===== src/rtl/pong_update_sched.sv =====
// pong_update_sched: launches the per-frame game-update step sequence every FRAME_DIV vblanks; `PONG_SCHED_TIMEOUT_EN adds a WAIT timeout.
// Latency: step_go one cycle after the launching vblank_start; each step waits on step_done, and vblanks arriving while busy are dropped.
module pong_update_sched #(
    parameter int FRAME_DIV = 1,
    parameter int TIMEOUT   = 1024
) (
    input  logic       clk_50Mhz,
    input  logic       rst,
    input  logic       vblank_start,
    input  logic       pause,
    input  logic       step_done,
    input  logic       clr_err,
    output logic       step_go,
    output logic [2:0] step_id,
    output logic       busy,
    output logic       seq_done,
    output logic [7:0] frame_cnt,
    output logic       overrun,
    output logic       err_timeout
);
    typedef enum logic [1:0] {S_IDLE, S_ISSUE, S_WAIT, S_DONE} state_t;

    localparam logic [2:0] LAST_STEP = 3'd4;
    localparam logic [7:0] DIV_LAST  = 8'(FRAME_DIV - 1);

    state_t     state;
    logic [7:0] div_cnt;
    logic       pause_q;
    logic       tmo_hit;
    logic       step_ack;

`ifdef PONG_SCHED_TIMEOUT_EN
    localparam logic [15:0] TMO_LAST = 16'(TIMEOUT - 1);
    logic [15:0] tmo_cnt;

    assign tmo_hit = (state == S_WAIT) && !step_done && (tmo_cnt == TMO_LAST);

    always_ff @(posedge clk_50Mhz) begin
        if (rst) begin
            tmo_cnt     <= '0;
            err_timeout <= 1'b0;
        end else begin
            if (state == S_ISSUE)
                tmo_cnt <= '0;
            else if (state == S_WAIT)
                tmo_cnt <= tmo_cnt + 16'd1;
            // A new timeout beats a simultaneous clear.
            if (tmo_hit)
                err_timeout <= 1'b1;
            else if (clr_err)
                err_timeout <= 1'b0;
        end
    end
`else
    // No counter is built, so a step can never be abandoned.
    assign tmo_hit     = 1'b0;
    assign err_timeout = 1'b0 && (TIMEOUT > 1);
`endif

    assign step_ack = (state == S_WAIT) && (step_done || tmo_hit);
    assign busy     = (state != S_IDLE);

    always_ff @(posedge clk_50Mhz) begin
        if (rst) begin
            state     <= S_IDLE;
            step_go   <= 1'b0;
            step_id   <= 3'd0;
            seq_done  <= 1'b0;
            frame_cnt <= 8'd0;
            div_cnt   <= 8'd0;
            pause_q   <= 1'b0;
            overrun   <= 1'b0;
        end else begin
            step_go  <= 1'b0;
            seq_done <= 1'b0;

            if (vblank_start && (state != S_IDLE))
                overrun <= 1'b1;
            else if (clr_err)
                overrun <= 1'b0;

            case (state)
                S_IDLE: begin
                    if (vblank_start) begin
                        if (div_cnt == DIV_LAST) begin
                            div_cnt   <= 8'd0;
                            pause_q   <= pause;
                            frame_cnt <= frame_cnt + 8'd1;
                            step_id   <= 3'd0;
                            step_go   <= 1'b1;
                            state     <= S_ISSUE;
                        end else begin
                            div_cnt <= div_cnt + 8'd1;
                        end
                    end
                end
                S_ISSUE: state <= S_WAIT;
                S_WAIT: begin
                    if (step_ack) begin
                        // Paused frames only sample the controls.
                        if (pause_q || (step_id == LAST_STEP)) begin
                            step_id  <= 3'd0;
                            seq_done <= 1'b1;
                            state    <= S_DONE;
                        end else begin
                            step_id <= step_id + 3'd1;
                            step_go <= 1'b1;
                            state   <= S_ISSUE;
                        end
                    end
                end
                S_DONE:  state <= S_IDLE;
                default: state <= S_IDLE;
            endcase
        end
    end
endmodule


===== config.mk =====
export PLATFORM = sky130hd
export DESIGN_NAME = pong_update_sched
export DESIGN_NICKNAME = d
export VERILOG_FILES = /design/src/rtl/pong_update_sched.sv
export SDC_FILE = /design/constraint.sdc
export NUM_CORES = 1
export LEC_CHECK = 0
export CAP_MARGIN = 40
export CORE_MARGIN = 3
export CORE_UTILIZATION = 40
export CTS_BUF_LIST = sky130_fd_sc_hd__clkbuf_4
export DETAILED_ROUTE_END_ITERATION = 7
export DONT_BUFFER_PORTS = 1
export PLACE_DENSITY = 0.66
export SYNTH_ARGS = -nofsm -noshare
export SYNTH_HDL_FRONTEND = slang
export SYNTH_SLANG_ARGS = --single-unit

===== constraint.sdc =====
create_clock -name clk_50Mhz -period 4.17 [get_ports clk_50Mhz]
set_clock_uncertainty 0.1 [all_clocks]
set_input_delay 1.0425 -clock clk_50Mhz [delete_from_list [all_inputs] [get_ports clk_50Mhz]]
set_output_delay 1.0425 -clock clk_50Mhz [all_outputs]
set_load 0.01 [all_outputs]

# Yosys cells after proc, flatten, opt, wreduce, memory -nomap -nowiden
# Cells that the tools add are included.
[totals]
word_cells = 52
ff_bits = 25
output_inout_bits = 16
input_bits = 6
[classes]
n_eq_ne = 7
bitwise = 2
muxes = 19
reduce_logical = 13
add_sub_neg = 3
[ops]
columns = ["op", "n"]
rows = [
  ["$add 8x1->8 const B", 2],
  ["$mux 3", 4],
  ["$logic_not 8->1", 1],
  ["$mux 2", 4],
  ["$mux 8", 1],
  ["$pmux 2 s4", 1],
  ["$mux 1", 7],
  ["$ne 2x2->1 const B", 3],
  ["$pmux 3 s2", 1],
  ["$reduce_and 3->1", 2],
  ["$reduce_bool 2->1", 3],
  ["$eq 2x2->1 const B", 2],
  ["$reduce_and 4->1", 1],
  ["$add 3x1->3 const B", 1],
  ["$eq 3x3->1 const B", 1],
  ["$reduce_or 3->1", 1],
  ["$eq 2x1->1 const B", 1],
  ["$logic_and 1x1->1", 2],
  ["$logic_not 2->1", 1],
  ["$not 1->1", 2],
  ["$pmux 1 s2", 1],
  ["$reduce_and 2->1", 1],
  ["$logic_or 1x1->1", 1],
]

# Depth between registers and ports, before layout
[logic_depth]
word_depth = 5
ltp_mapped = 7
mapped_depth_nobuf = 6

# Worst setup path after synthesis
# No wires, ideal clock.
[synth_timing]
path_kind = "input to register"
start = "input port vblank_start"
end = "register frame_cnt[5]"
path_slack_ps = 1977
setup_time_ps = 70
t_required_ps = 4000
path_buffers = 0
t_arrival_ps = 2023
path_stages = 4
cell_sequence = "nor3b_4 > nand3_4 > or4_1 > a21oi_1"
[synth_between]
elab_chain_cells = 1
[synth_rtl]
columns = ["element", "line_no", "text"]
rows = [
  ["start: declaration", "9", "input logic vblank_start,"],
  ["$reduce_and 3->1 (no source line)", "--", ""],
  ["end signal: assignment", "88", "frame_cnt <= frame_cnt + 8'd1;"],
  ["end: declaration", "17", "output logic [7:0] frame_cnt,"],
]
# No other way between the ends.
# A chain may end at the register's enable or synchronous reset.

# Worst setup path in the final report
# Ends and elaborated chain as after synthesis.

==> results.md <==
* Status: finished clean
* Startpoint Class: primary input
* Nets at 140
* Core area at 2613 sq um
* Worst EP required at between 4 and 5 ns
* Synth cell types at 35
* PnR worst setup slack at between 1.5 and 2 ns
* Final Hold Fails at 0
* Post-synth top flop: dfxtp_1
* Hold slack at 0.4237 ns
* R2r setup slk at 2.22 ns
* Worst R2R Start: state[0]
* Post-Synth Simple-Gate Area at 28.48%
* DP HPWL at about 1.6 mm
* Post-Synth Adder-Cell Area at 5.394%
* Die area at 3582 sq um
* Yosys top cell area share at 43.15%
* DR WL/cell at 14.01 um
* Yosys top cell by area: dfxtp_1
* Top-count cell post-synth: dfxtp_1
* Setup TNS at 0 ns
* Design Power at 0.4368 mW
* Post-Synthesis Cells at 129
* Post-cts resize count at 0
* Pins Over Slew Limit at 0
* CTS tree: yes
* Boundary Pins at 22
* R2r endpoint: frame_cnt[5]
* Root buf cell: clkbuf_4
* Clk_lat worst skew at 0.32 ns
* Synth top area cells: dfxtp_1 43%, a21oi_1 5.6%, nor2_1 5.5%
* Yosys Warn Count at 0
* Ys async rst share at 0%
* Pin count of the biggest net entering global routing at 20
* Vias per cell at 5.614
* Number of diodes at 0
* Fraction of the mapped netlist area in compound gates at 10.46%
* Hold Path Origin: overrun
* Finish-stage setup viols at 0
* Antenna viol nets, final at 0
* Crit Path Category: in2reg
* Fin crit period at approximately 2.2 ns
* Slew HR at 61.00%
* Worst hold endpoint: overrun
* GPL Wtd Cong at between 0.7 and 0.8
* Maximum vdd drop at between 0.0002 and 0.0003 V
* Hold buffer count at cts at 0
* Worst hold path type: reg2reg
* Slowest-stage cell, CP: or4_1
* Die Width at 59.85 um
* Cell Chain, Critical Path: nor3b_4, nand3_4, or4_1, a21oi_1
* Final cycle utilization of the critical path at 53.49%
* Post-synthesis sequential area ratio at between 40% and 50%
* Htree depth at 1
* Post-CTS setup buffers at 0
* DRT iter0 DRCs at 59
* Layout cell share with drive strength beyond 1 at 7.031%
* Worst-path fanout max at 13
* Reg2Reg Depth at 4
* First-pass GRT wire length at 3.753 mm
* # fillers at around 270
* Clock slew at reported path FFs at around 0.14 ns
* Worst Hold Depth at 2
* DRT Pass-1 Iters at 4
* Die Ht at between 50 and 60 um
* Area occupied by multi-input gates at approximately 620 sq um
* Critical Path Max Stage Delay at 0.53 ns
* Slew at the pin closest to its max-slew limit at just under 0.6 ns
* RSZ-0062 raised after global routing: false
* Inserted Clock Buffers at 3
* Max-Cap Viols at 0
* Post-synthesis mux area share at 1.726%
* Lkg Pwr at 0.4459 nW
* P per Cell Area at about 360 nW/um^2
* Vias in the first global route at 864
* Most frequent cells after synthesis: 25 x dfxtp_1, 17 x nor2_1, 13 x a21oi_1
* Layout Area Growth over Synthesis at 3.560%
* Post-Syn Area at 1160 sq um
* Rows at 18
* Pre-CTS WS at between 1.5 and 2 ns
* Synthesized area per cell at about 9.0 sq um
* Initial antenna violation count at 0
* Vias post-DR at 887
* Crit path DAT at ~2.4 ns
* Clk sinks at 25
* Seq. cell area at 500.5 sq um
* Seq cells post-synth at 25
* DRC at 0
* Largest family of logic cells by synthesized area: simple AND/OR/NAND/NOR gates
* Post-Synthesis Net Count at 140
* CP endpoint kind: flip-flop
* Port Buffers at 0
* Overflow after GRT at 0
* Fmax at 448.3 MHz
* Wirelength, routed at 2.213 mm
* Post-synthesis xor/xnor area fraction at 6.796%
* Worst-case clock buffer depth at 2
* Post-synth EDFFs at 0
* Initial Utilization at 44.40%
* Total GRT Usage at 13.72%
worst max-delay path: cells and delay by family:
family	cells	cell delay (ns)
AO/OA/AOI/OAI	1	0.15
AND/OR/NAND/NOR	3	1.21
cell families (layout without fill, tap and decap cells):
family	after synthesis	count (layout)
mux	2	2
fa+ha+maj	5	5
flops	25	25
compound gates	22	22
xor+xnor	9	9
buf+inv	10	9
simple gates	55	55
other cells	1	1
metrics by stage:
step	utilization [%]	cell area (sq um)	cells
CTS	45.98	1201	158
detailed placement	44.92	1174	154
global placement	44.92	1174	154
global route	45.98	1201	158
floorplan	-	1160	129
finish	45.98	1201	158
cells in the final DEF, fill, tap and decap left out, types with 2 or more instances in the layout:
cell type / instances
dfxtp_1: 25
nor2_1: 17
a21oi_1: 13
nand2_1: 9
nand4_1: 7
xor2_1: 7
inv_1: 5
ha_1: 5
o21ai_0: 4
and3_1: 3
or3_1: 3
clkbuf_4: 3
nand2b_1: 2
xnor2_1: 2
nand3_1: 2
o31ai_1: 2
or4_1: 2
mux2i_1: 2
registers in the layout, summed over array words and instances, names as in the netlist:
name,count
div_cnt,8
frame_cnt,8
overrun,1
pause_q,1
seq_done,1
step_id,3
state,2
step_go,1
per-layer routing:
metal	vias up	global-route usage [%]	part of all wire [%]
li1	442	-	-
met1	410	17.43	44
met2	31	22.07	46
met3	4	3.240	8.0
met4	0	5.696	1.4
met5	-	0	0
final cells by class:
class,instances,share of cell area (%)
clock buffer,3,1.875
clock inverter,1,0.4167
inverter,5,1.563
multi-input combinational,94,51.35
sequential,25,41.67
tap,30,3.125
power breakdown:
part	switching (mW)	internal, mW
clock	0.0739	0.0360
combinational	0.0345	0.0270
sequential	0.0154	0.250
total	0.124	0.313
worst max path at each step:
stage | slack [ns] | to | from
5_1_grt | 1.79 | frame_cnt[4] | vblank_start
2_1_floorplan | 1.98 | frame_cnt[5] | vblank_start
4_1_cts | 1.93 | frame_cnt[6] | vblank_start
6_report | 1.94 | frame_cnt[5] | vblank_start
3_3_place_gp | 1.65 | frame_cnt[7] | vblank_start
3_5_place_dp | 1.59 | frame_cnt[6] | vblank_start
No activity file was read; power rests on OpenSTA's default activity.
